## config.mk

```make
export PLATFORM = sky130hd
export DESIGN_NAME = systolic_result_drain_flat
export DESIGN_NICKNAME = d
export VERILOG_FILES = /design/src/rtl/systolic_pkg.sv /design/src/rtl/systolic_result_drain_if.sv /design/src/rtl/relu_q44.sv /design/src/rtl/systolic_result_drain.sv /design/src/flat_wrapper.sv
export SDC_FILE = /design/constraint.sdc
export NUM_CORES = 1
export LEC_CHECK = 0
export ABC_AREA = 1
export BUFFER_PORTS_ARGS = -buffer_cell sky130_fd_sc_hd__buf_2
export CAP_MARGIN = 25
export CORE_ASPECT_RATIO = 0.6
export CORE_UTILIZATION = 33
export CTS_BUF_LIST = sky130_fd_sc_hd__clkbuf_4 sky130_fd_sc_hd__clkbuf_8
export DETAILED_ROUTE_END_ITERATION = 6
export PLACE_DENSITY = 0.57
export SLEW_MARGIN = 20
export SYNTH_ARGS = -nofsm -noshare
export SYNTH_HDL_FRONTEND = slang
export SYNTH_SLANG_ARGS = --single-unit
```

## constraint.sdc

```tcl
create_clock -name i_clk -period 8.9 [get_ports i_clk]
set_input_delay 0.445 -clock i_clk [delete_from_list [all_inputs] [get_ports i_clk]]
set_output_delay 0.445 -clock i_clk [all_outputs]
set_load 0.02 [all_outputs]
```

## src/rtl/systolic_pkg.sv

```systemverilog
// ============================================================================
// systolic_pkg : shared sizing, Q4.4 element and matrix types for the
//                systolic array and its result drain.  Rev 1.0
// ============================================================================
`default_nettype none

package systolic_pkg;

   localparam int N      = 4;
   localparam int DATA_W = 8;

   typedef logic signed [DATA_W-1:0] q44_t;
   typedef q44_t [N-1:0][N-1:0]      mat_t;

   typedef enum logic [0:0] {
      ST_IDLE   = 1'b0,
      ST_STREAM = 1'b1
   } drain_state_e;

endpackage

`default_nettype wire

```

## src/rtl/systolic_result_drain_if.sv

```systemverilog
// ============================================================================
// systolic_result_drain_if : result capture and element stream bundle of the
//                            result drain.  Rev 1.0
// ============================================================================
`default_nettype none

interface systolic_result_drain_if #(
   parameter int N      = 4,
   parameter int DATA_W = 8
);
   localparam int IW = (N > 1) ? $clog2(N) : 1;

   logic [N-1:0][N-1:0][DATA_W-1:0] i_c;
   logic                            i_valid_result;
   logic [DATA_W-1:0]               o_data;
   logic                            o_valid;
   logic                            i_ready;
   logic [IW-1:0]                   o_row;
   logic [IW-1:0]                   o_col;
   logic                            o_last;
   logic                            o_space;
   logic                            o_overflow;

   // master: array + consumer side; slave: the drain itself
   modport master (
      output i_c, i_valid_result, i_ready,
      input  o_data, o_valid, o_row, o_col, o_last, o_space, o_overflow
   );

   modport slave (
      input  i_c, i_valid_result, i_ready,
      output o_data, o_valid, o_row, o_col, o_last, o_space, o_overflow
   );

endinterface

`default_nettype wire

```

## src/rtl/relu_q44.sv

```systemverilog
// ============================================================================
// relu_q44 : combinational ReLU on a signed Q4.4 element (pass-through when
//            disabled).  Rev 1.0
// ============================================================================
`default_nettype none

module relu_q44 #(
   parameter int DATA_W  = 8,
   parameter bit RELU_EN = 1'b1
) (
   input  wire  [DATA_W-1:0] i_x,
   output logic [DATA_W-1:0] o_y
);

   assign o_y = (RELU_EN && i_x[DATA_W-1]) ? '0 : i_x;

endmodule

`default_nettype wire

```

## src/rtl/systolic_result_drain.sv

```systemverilog
// ============================================================================
// systolic_result_drain : double-buffers result matrices from the systolic
//                         array and streams them row-major with handshake.
// Rev 1.0
// ============================================================================
`default_nettype none

module systolic_result_drain #(
   parameter int N       = systolic_pkg::N,
   parameter int DATA_W  = systolic_pkg::DATA_W,
   parameter bit RELU_EN = 1'b1
) (
   input wire i_clk,
   input wire i_arst_n,
   systolic_result_drain_if.slave bus
);

   localparam int IW = (N > 1) ? $clog2(N) : 1;
   localparam logic [IW-1:0] c_IDX_MAX = IW'(N - 1);

   logic [N-1:0][N-1:0][DATA_W-1:0] r_slot [2];
   logic [1:0]                      r_full;
   logic                            r_wptr;
   logic                            r_rptr;
   logic [IW-1:0]                   r_row;
   logic [IW-1:0]                   r_col;
   logic                            r_overflow;

   systolic_pkg::drain_state_e r_state;
   systolic_pkg::drain_state_e w_state_nxt;

   logic              w_valid;
   logic              w_last;
   logic              w_xfer;
   logic              w_done;
   logic              w_cap;
   logic              w_drop;
   logic              w_next_full;
   logic [1:0]        w_full_nxt;
   logic [DATA_W-1:0] w_elem;
   logic [DATA_W-1:0] w_relu;

   always_ff @(posedge i_clk or negedge i_arst_n) begin
      if (!i_arst_n) begin
         r_state <= systolic_pkg::ST_IDLE;
      end else begin
         r_state <= w_state_nxt;
      end
   end

   always_comb begin
      w_state_nxt = r_state;
      w_valid     = (r_state == systolic_pkg::ST_STREAM);
      w_last      = w_valid && (r_row == c_IDX_MAX) && (r_col == c_IDX_MAX);
      w_xfer      = w_valid && bus.i_ready;
      w_done      = w_xfer && w_last;
      // A slot being released at this edge can take a new matrix at the same edge
      w_cap       = bus.i_valid_result && (!r_full[r_wptr] || (w_done && (r_rptr == r_wptr)));
      w_drop      = bus.i_valid_result && !w_cap;
      w_next_full = r_full[~r_rptr] || (w_cap && (r_wptr != r_rptr));

      w_full_nxt = r_full;
      if (w_done) begin
         w_full_nxt[r_rptr] = 1'b0;
      end
      if (w_cap) begin
         w_full_nxt[r_wptr] = 1'b1;
      end

      case (r_state)
         systolic_pkg::ST_IDLE: begin
            // Entering on the capture edge gives first-cycle o_valid
            if (r_full[r_rptr] || (w_cap && (r_wptr == r_rptr))) begin
               w_state_nxt = systolic_pkg::ST_STREAM;
            end
         end
         systolic_pkg::ST_STREAM: begin
            if (w_done && !w_next_full) begin
               w_state_nxt = systolic_pkg::ST_IDLE;
            end
         end
         default: w_state_nxt = systolic_pkg::ST_IDLE;
      endcase
   end

   always_ff @(posedge i_clk or negedge i_arst_n) begin
      if (!i_arst_n) begin
         r_full     <= 2'b00;
         r_wptr     <= 1'b0;
         r_rptr     <= 1'b0;
         r_row      <= '0;
         r_col      <= '0;
         r_overflow <= 1'b0;
      end else begin
         r_full <= w_full_nxt;
         if (w_cap) begin
            r_wptr <= ~r_wptr;
         end
         if (w_done) begin
            r_rptr <= ~r_rptr;
         end
         if (w_xfer) begin
            if (r_col == c_IDX_MAX) begin
               r_col <= '0;
               r_row <= w_last ? '0 : r_row + IW'(1);
            end else begin
               r_col <= r_col + IW'(1);
            end
         end
         if (w_drop) begin
            r_overflow <= 1'b1;
         end
      end
   end

   // Payload needs no reset: full flags alone decide what is live
   always_ff @(posedge i_clk) begin
      if (w_cap) begin
         r_slot[r_wptr] <= bus.i_c;
      end
   end

   assign w_elem = r_slot[r_rptr][r_row][r_col];

   relu_q44 #(
      .DATA_W  (DATA_W),
      .RELU_EN (RELU_EN)
   ) u_relu (
      .i_x (w_elem),
      .o_y (w_relu)
   );

   assign bus.o_data     = w_valid ? w_relu : '0;
   assign bus.o_valid    = w_valid;
   assign bus.o_row      = r_row;
   assign bus.o_col      = r_col;
   assign bus.o_last     = w_last;
   assign bus.o_space    = ~(r_full[0] & r_full[1]);
   assign bus.o_overflow = r_overflow;

endmodule

`default_nettype wire

```

## src/flat_wrapper.sv

```systemverilog
// flat-port wrapper written by rule: the top's interface ports become plain ports
module systolic_result_drain_flat 
#(
   parameter int N       = systolic_pkg::N,
   parameter int DATA_W  = systolic_pkg::DATA_W,
   parameter bit RELU_EN = 1'b1
)
  (i_clk, i_arst_n, bus_i_c, bus_i_valid_result, bus_i_ready, bus_o_data, bus_o_valid, bus_o_row, bus_o_col, bus_o_last, bus_o_space, bus_o_overflow);
  systolic_result_drain_if #(.N(N), .DATA_W(DATA_W)) bus_i ();
  input wire i_clk;
  input wire i_arst_n;
  input wire logic [$bits(bus_i.i_c)-1:0] bus_i_c;
  input wire logic [$bits(bus_i.i_valid_result)-1:0] bus_i_valid_result;
  input wire logic [$bits(bus_i.i_ready)-1:0] bus_i_ready;
  output wire logic [$bits(bus_i.o_data)-1:0] bus_o_data;
  output wire logic [$bits(bus_i.o_valid)-1:0] bus_o_valid;
  output wire logic [$bits(bus_i.o_row)-1:0] bus_o_row;
  output wire logic [$bits(bus_i.o_col)-1:0] bus_o_col;
  output wire logic [$bits(bus_i.o_last)-1:0] bus_o_last;
  output wire logic [$bits(bus_i.o_space)-1:0] bus_o_space;
  output wire logic [$bits(bus_i.o_overflow)-1:0] bus_o_overflow;
  assign bus_i.i_c = bus_i_c;
  assign bus_i.i_valid_result = bus_i_valid_result;
  assign bus_i.i_ready = bus_i_ready;
  assign bus_o_data = bus_i.o_data;
  assign bus_o_valid = bus_i.o_valid;
  assign bus_o_row = bus_i.o_row;
  assign bus_o_col = bus_i.o_col;
  assign bus_o_last = bus_i.o_last;
  assign bus_o_space = bus_i.o_space;
  assign bus_o_overflow = bus_i.o_overflow;
  systolic_result_drain #(.N(N), .DATA_W(DATA_W), .RELU_EN(RELU_EN)) u_core (.i_clk(i_clk), .i_arst_n(i_arst_n), .bus(bus_i));
endmodule
```

======== Yosys cells after proc, flatten, opt, wreduce, memory -nomap -nowiden ========
Memory sizes are Yosys's and may differ from the RTL's.
Index checks and enable logic that the tools add are counted.
cells by class
  add/subtract/negate cells ............... 2
  magnitude comparators ................... 7
  equality and inequality tests ........... 5
  multiplexer cells ....................... 25
  bitwise gates (word level) .............. 8
  reductions and logical operators ........ 19
operator list
  cell                   count
  $bmux W32 S2           1
  $mux W32               1
  $bmux W8 S2            1
  $mux W8                2
  $logic_and A1 B1 Y1    12
  $mux W1                12
  $mux W2                4
  $mux W7                1
  $lt A1 B2 Y1 const B   3
  $lt A2 B3 Y1 const B   2
  $add A2 B1 Y2 const B  2
  $eq A2 B2 Y1 const B   2
  $not A1 Y1             4
  $logic_not A1 Y1       3
  $logic_or A1 B1 Y1     3
  $and A2 B2 Y2          1
  $demux W1 S1           2
  $eq A1 B1 Y1           2
  $ge A1 B1 Y1 const B   2
  $not A2 Y2             1
  $or A2 B2 Y2           1
  $pmux W1 S2            1
  $reduce_and A2 Y1      1
  $and A1 B1 Y1          1
  $ne A1 B1 Y1           1
word-level totals
  register bits after elaboration ......... 10
  RAM bits ................................ 256
  bits of input ports ..................... 132
  output and inout port bits .............. 16
  memories kept ........................... 1
memories
  memory         words  bits a word  rd ports  clocked after memory_dff  write ports  RTL line                     RTL
  u_core.r_slot  2      128          1         0                         1            systolic_result_drain.sv:21  logic [N-1:0][N-1:0][DATA_W-1:0] r_slot [2];

======== Longest topological paths before layout ========
Gate-level depths: netlist (run 1).
  word-level depth ........................ 13
  gate-level depth with buffers ........... 11

======== Modules after synthesis ========
A second synthesis (run 1) with hierarchy kept.
unflattened totals
  cell total of the unflattened synthesis .. 959
  area total of the unflattened synthesis .. 10961.8 µm²
by module, submodules not included
  module                 instances  cells an instance  area an instance (µm²)  sequential area each (µm²)
  systolic_result_drain  1          943                10898.0                 7937.6
  relu_q44               1          16                 63.8                    0.0

======== Worst setup path before layout (run 1) ========
No wires, ideal clock.
  kind .................................... register -> register
  start ................................... register u_core.r_row[1] (netlist: u_core.bus.o_row[1])
  end ..................................... memory u_core.r_slot[1][0] (netlist name) (enable)
  setup time .............................. 0.618 ns
  arrival ................................. 6.794 ns
  data required time ...................... 8.282 ns
  slack ................................... 1.487 ns
  stages on the path, launching flop included .. 8
  path buffers ............................ 0
  clock period less this slack ............ 7.413 ns
  path through ............................ dfrtp_1 ha_1 nand2_1 nor2_2 nand2_1 o21ai_1 nand2_1 nor2_1
between the ends
  word-level cells in the longest chain between the ends .. 9
ends and longest elaborated chain
  what                              RTL line                      RTL
  from (decl)                       systolic_result_drain.sv:25   logic [IW-1:0] r_row;
  from (signal assigned)            systolic_result_drain.sv:105  r_row <= w_last ? '0 : r_row + IW'(1);
  $eq A2 B2 Y1                      systolic_result_drain.sv:54   w_last = w_valid && (r_row == c_IDX_MAX) && (r_col == c_IDX_MAX);
  $logic_and A1 B1 Y1 (2 in a row)  systolic_result_drain.sv:54
  net bus_o_last                    flat_wrapper.sv:19            output wire logic [$bits(bus_i.o_last)-1:0] bus_o_last;
  $logic_and A1 B1 Y1               systolic_result_drain.sv:56   w_done = w_xfer && w_last;
  $logic_and A1 B1 Y1               systolic_result_drain.sv:58   w_cap = bus.i_valid_result && (!r_full[r_wptr] || (w_done && (r_rptr == r_wptr)));
  $logic_or A1 B1 Y1                systolic_result_drain.sv:58
  $logic_and A1 B1 Y1               systolic_result_drain.sv:58
  $mux W1                           systolic_result_drain.sv:118  if (w_cap) begin
  $mux W1 (implied by the code)     systolic_result_drain.sv:119  r_slot[r_wptr] <= bus.i_c;
  to (decl)                         systolic_result_drain.sv:21
The timed path passes the listed nets, and every way through them passes these cells.

======== Worst setup path in the final report (run 1) ========
  start ................................... register u_core.r_col[0] (netlist: u_core.bus.o_col[0])
  end ..................................... memory u_core.r_slot[1][46] (netlist name) (enable)
between the ends
  word-level cells in the longest chain between the ends .. 8
ends and longest elaborated chain
  what                           RTL line                      RTL
  from (decl)                    systolic_result_drain.sv:26   logic [IW-1:0] r_col;
  from (signal assigned)         systolic_result_drain.sv:107  r_col <= r_col + IW'(1);
  $eq A2 B2 Y1                   systolic_result_drain.sv:54
  $logic_and A1 B1 Y1            systolic_result_drain.sv:54
  $logic_and A1 B1 Y1            systolic_result_drain.sv:56
  $logic_and A1 B1 Y1            systolic_result_drain.sv:58
  $logic_or A1 B1 Y1             systolic_result_drain.sv:58
  $logic_and A1 B1 Y1            systolic_result_drain.sv:58
  $mux W1                        systolic_result_drain.sv:118
  $mux W1 (implied by the code)  systolic_result_drain.sv:119
No other way between the ends.

==> flow_summary.toml, run 1 <==
[run_status]
status = "completed"

[yosys]
ys_ff_latch = 266
yosysSeqAreaShare_pct = 73.3
yosys.area_share.adder_pct = 0.231
yosys.area.top_type_share_pct = 71.0
synth_nets = 1049
syn_avg_cell_area_um2 = 11.8
synth-xor-area-share_pct = 0.0809
synth-compound-area-share_pct = 6.18
yosysTopAreaCell = "edfxtp_1"
synth_top_family_by_area = "simple AND/OR/NAND/NOR gates"
yosysUniqueCellTypes = 25
ys_top_cells_by_area = "edfxtp_1, nor2_1, nand3_1"
yosysWarnings = 0
synth.cell_area_mm2 = 0.0108
syn_inst = 915
synthMuxAreaShare_pct = 0.0924
synthSimpleGateAreaFrac_pct = 16.2

[global_route]
grt_max_degree = 82
grt_pass1_vias = 6971
grt_pass1_wl_um = 42200
gr-usage-all-layers_pct = 16.9
gr-total-overflow = 0
antenna_found_initial = 3

[worst_setup_path]
endpoint_kind = "flop"
worstReg2RegEnd = "u_core.r_slot[1][46]"
critPathLaunch = "u_core.bus.o_col[0]"
worstPathArrival_ns = 4.42
path_class = "reg2reg"
start_kind = "flop"
crit-reg2reg-launch = "u_core.bus.o_col[0]"
reg2regPathDepth = 9
crit_required_ns = 9.05
cp_max_fo = 69
regToRegSetupSlack_ns = 4.64

[clocking]
root_buffer = "clkbuf_8"
clock-sinks = 266
path_clk_slew_ns = 0.07
htree_levels = 2
cts_buffers = 40
cts_buffer_depth = 3
cts_tree = "done"
clock_latency_ns = 0.55
cts_resized = 0

[place]
placed_cell_area_mm2 = 0.0119
dp_hpwl_um = 17600
dp_cells = 1434
port_buffers = 146
pre_cts_ws_ns = 4.70
gp_congestion = 0.795

[die]
coreArea_mm2 = 0.0317
start_util_pct = 34.1
ios = 148
die_h_um = 142
num_rows = 50
die_x_um = 236
dieArea_mm2 = 0.0336

[finish]
drive_above_1_share_pct = 20.6
layoutNonFillerInstCount = 1509
fin_nets = 1196
area_delta_synth_final_pct = 17.0
fin_area_mm2 = 0.0127
fin_util_pct = 40.0

[route]
detail_route.wl_per_cell_um = 18.7
num_vias = 7246
postRouteAntennaNets = 0
wl_um = 28200
drtIter0Drc = 623
viasPerCell = 4.80
drc = 0
drtPass1Iterations = 5

[sta]
postLayoutSetupSlackWorst_ns = 4.64
fin_crit_sh_pct = 47.9
fin_crit_ns = 4.26
slew_headroom_pct = 34.2
setup_viol = 0
hold_viol = 0
rsz0062_at_grt = "no"
maxSlewViolCount = 0
finalSetupTns_ns = 0
finClkSkew_ns = 0.0216
tightest_slew_ns = 0.987
fmax_mhz = 235

[power_and_ir_drop]
vdd_drop_max_mv = 0.147
p_leak_nw = 4.75
power.density_mw_per_mm2 = 330

[min_path]
min_from = "bus_i_c[71]"
min_to = "u_core.r_slot[0][71]"
worstHoldPathType = "in2reg"
hold_depth = 1

[flow_run]
drv_cap = 0
==> critical path: stages, from the launching register on <==
cell and delay (ns):
dfrtp_1 0.84, ha_1 0.28, inv_1 0.07, nor2_2 0.15, nand2_1 0.10, o21ai_1 0.22, nand2_1 0.23, nor2_4 0.35
buf_4 0.67, buf_4 0.86
==> flip-flops by register name, indices dropped and copies added, names as in the netlist <==
name,flops
u_core.r_full,2
u_core.bus.o_overflow,1
u_core.bus.o_col,2
u_core.r_slot,256
u_core.r_wptr,1
u_core.bus.o_row,2
u_core.r_rptr,1
u_core.bus.o_valid,1
==> layout make-up <==
cell class / instances / area [um2]
diodes: 3 / 7.51
well taps: 416 / 520
inverters: 32 / 121
flip-flops and latches: 266 / 7940
clock inverters: 10 / 37.5
clock buffers: 60 / 726
repair buffers: 158 / 836
fillers: 3067 / 19000
multi-input cells: 564 / 2490
==> power breakdown <==
part	leakage (nW)	switching (mW)	internal, mW
Combinational	1.90	1.03	0.410
Clock	0.406	0.462	0.518
Sequential	2.44	0.118	1.64
==> Yosys cell counts (all sizes together) <==
cell type and number:
o21bai 1, o211ai 12, xor2 1, ha 2, inv 30, nand3 105, nand2 137, o21ai 105
clkbuf 13, mux2i 1, nor2 190, a21oi 8, conb 1, o22ai 1, edfxtp 256, dfrtp 10
buf 40, clkinv 2
==> cell families after synthesis <==
family | count (synthesis)
simple gates | 432
flops | 266
compound gates | 127
buf+inv | 85
fa+ha+maj | 2
other cells | 1
xor+xnor | 1
mux | 1
==> timing repair <==
| action | in CTS | in global routing |
|---|---|---|
| hold buffers | 1 | 0 |
| buffers inserted | 0 | 0 |
| endpoints found under the hold margin | 10 | 0 |
==> per-layer routing <==
layer	vias up	global-route usage, %	part of all wire, %	wire length (um)
li1	3495	-	-	-
met1	3467	24.6	47	13300
met2	244	25.2	44	12500
met3	40	3.88	7.0	1980
met4	0	4.33	1.5	428
met5	-	0	0	0
==> placed cells by master (no fill, tap or decap) <==
| cell type | count |
|---|---|
| buf_4 | 10 |
| a21oi_1 | 8 |
| edfxtp_1 | 256 |
| nand3_1 | 105 |
| diode_2 | 3 |
| buf_12 | 1 |
| o211ai_1 | 12 |
| clkbuf_4 | 16 |
| conb_1 | 1 |
| nand2_1 | 137 |
| inv_1 | 27 |
| dfrtp_2 | 1 |
| o21ai_0 | 82 |
| nor2_2 | 1 |
| clkinv_2 | 1 |
| inv_2 | 2 |
| xor2_1 | 1 |
| o21ai_1 | 23 |
| buf_2 | 146 |
| nor2_4 | 2 |
| o22ai_1 | 1 |
| dfrtp_1 | 8 |
| clkbuf_8 | 44 |
| dfrtp_4 | 1 |
| ha_1 | 2 |
| clkinv_1 | 12 |
| mux2i_1 | 1 |
| dlygate4sd3_1 | 1 |
| o21bai_1 | 1 |
| nor2_1 | 187 |
==> how the worst max path moves through the flow <==
stage	endpoint	cells after the start
floorplan	u_core.r_slot[1][0]	7
global placement	u_core.r_slot[1][68]	9
detailed placement	u_core.r_slot[1][68]	9
CTS	bus_o_data[0]	10
global route	u_core.r_slot[1][2]	9
finish	u_core.r_slot[1][46]	9
==> per-stage QoR <==
step	total power, mW	hold slack (ns)
finish	4.18	0.0780
global route	4.47	0.0431
CTS	4.24	0.0420
detailed placement	3.25	0.327
global placement	3.23	0.321
floorplan	2.82	0.149
(Power assumes the default switching activity.)
==> inputs of run 2 (changes only) <==
Clock period 8.9 ns to 4.2 ns, I/O delays scaled along.
==> run 2 against run 1 <==
Net effect:
- final area up 11%
- global-route usage grew 0.49 points
- clock skew shrank 0.0061 ns
- sequential share of layout area fell by 6.1 points
- core utilization increased by 4.3 points
- first-iteration DRC count increased by 3.7%
- worst hold slack better by 0.0022 ns
- sequential power increased by 100%
- wire length grew 3.9%
- critical path type is now reg2out
- largest cell class unchanged
==> flow_summary.toml, run 2 (synthesis results as in run 1) <==
[run_status]
status = "completed"

[route]
wl_um = 29300
detail_route.wl_per_cell_um = 17.9
drtIter0Drc = 646
num_vias = 7765
viasPerCell = 4.75
drtPass1Iterations = 5
postRouteAntennaNets = 0
drc = 0

[worst_setup_path]
crit_cells = 9
critPathMaxStageDelay_ns = 0.57
cp_max_fo = 48
path_class = "reg2out"
endpoint_kind = "output port"
crit_required_ns = 3.99
start_kind = "flop"
cp_slowest_cell = "clkinv_2"
worstPathArrival_ns = 3.01
crit_top_cell = "nand3_1"
path_cells = "clkinv_2 > buf_12 > o21ai_0 > nand3_1 > nand3_1 > nand3_1 > nand2_1 > nor2_1 > buf_2"
cp_top_family = "buffers and inverters"
reg2regPathDepth = 6
critPathBufInv = 3

[finish]
fin_nets = 1331
fillers = 2989
antennaDiodeCount = 0
layoutNonFillerInstCount = 1636
largest_reg_flops = 256
largest-register = "u_core.r_slot"
area_delta_synth_final_pct = 29.7
final_cell_mix = "edfxtp_1, nor2_1, buf_2"
fin_util_pct = 44.3
mostFrequentLayoutCell = "edfxtp_1"
drive_above_1_share_pct = 18.8
fin_area_mm2 = 0.0141

[place]
dp_cells = 1440
placed_cell_area_mm2 = 0.0120
port_buffers = 146
dp_hpwl_um = 18200
gp_congestion = 0.767

[min_path]
worstHoldPathType = "in2async"

[sta]
tightest_slew_ns = 0.803
finClkSkew_ns = 0.0155
fin_crit_sh_pct = 76.6
fmax_mhz = 311
hold_viol = 0
maxSlewViolCount = 0
setup_viol = 0
fin_crit_ns = 3.22
hold_slack_ns = 0.0802
rsz0062_at_grt = "no"
slew_headroom_pct = 46.4

[clocking]
cts_buffer_depth = 3
post_cts_buffers = 0
cts_tree = "done"
root_buffer = "clkbuf_8"
htree_levels = 2
path_clk_slew_ns = 0.07
clock-sinks = 266
clock_latency_ns = 0.55
cts_buffers = 41

[power_and_ir_drop]
power.share.sequential_pct = 39.8
pwr-share-comb_pct = 37.5
p_sw_mw = 3.45
p_int_mw = 5.60
p_leak_nw = 5.32
vdd_drop_max_mv = 0.459
p_total_mw = 9.05
p_sw_share_pct = 38.1
power.density_mw_per_mm2 = 644
p_clk_share_pct = 22.7

[flow_run]
drv_cap = 0

[die]
coreArea_mm2 = 0.0317
ios = 148
die_x_um = 236
num_rows = 50
dieArea_mm2 = 0.0336
start_util_pct = 34.1
die_h_um = 142

[global_route]
grt_max_degree = 71
gr-total-overflow = 0
antenna_found_initial = 0
gr-usage-all-layers_pct = 17.4
grt_pass1_vias = 7461
grt_pass1_wl_um = 44100
-- run 2: per-stage QoR --
step	worst slack [ns]	setup TNS [ns]
after floorplan	-1.06	-268.82
after global placement	1.53	0
after detailed placement	1.52	0
after CTS	0.938	0
after global routing	0.802	0
final	0.983	0
-- run 2: final cells by class --
class / count / area, um2 / area share [%]
sequential: 266 / 7940 / 56.5
multi-input combinational: 564 / 2490 / 17.7
timing repair buffer: 292 / 2230 / 15.8
clock buffer: 54 / 674 / 4.80
tap: 416 / 520 / 3.70
inverter: 32 / 121 / 0.864
clock inverter: 12 / 78.8 / 0.561
-- run 2: final timing paths --
kind	slack, ns	end	startpoint
min in group i_clk	0.09	u_core.bus.o_col[0]	bus_i_ready
max reg2reg	1.52	u_core.r_slot[0][24]	u_core.r_rptr
max	0.98	bus_o_data[5]	u_core.r_rptr
max in group asynchronous	3.87	u_core.r_rptr	i_arst_n
min reg2reg	0.54	u_core.bus.o_overflow	u_core.bus.o_overflow
min	0.08	u_core.bus.o_row[0]	i_arst_n
-- run 2: worst register-to-register path: stages, from the launching register on --
cell     delay (ns)
dfrtp_4        0.41
buf_4          0.59
xor2_1         0.22
o21ai_1        0.23
nand2_1        0.23
nor2_4         0.21
buf_12         0.30
-- run 2: power groups by stage --
| stage | registers (mW) | clock network (mW) | logic [mW] |
|---|---|---|---|
| global route | 3.64 | 2.22 | 3.78 |
| floorplan | 3.70 | 0 | 2.22 |
| global placement | 3.65 | 0 | 3.33 |
| detailed placement | 3.66 | 0 | 3.34 |
| CTS | 3.60 | 2.10 | 3.45 |
| finish | 3.60 | 2.05 | 3.39 |
-- run 2: routing by layer --
metal  routed length, um  up-vias  GRT usage (%)
li1                    -     3757              -
met1               14300     3760           25.3
met2               12900      210           26.0
met3                1710       38           4.29
met4                 361        0           3.78
met5                   0        -              0
-- run 2: timing repair --
item | 4_1_cts | 5_1_grt
hold buffers | 130 | 0
gates resized for setup | 0 | 0
endpoints found under the hold margin | 268 | 0
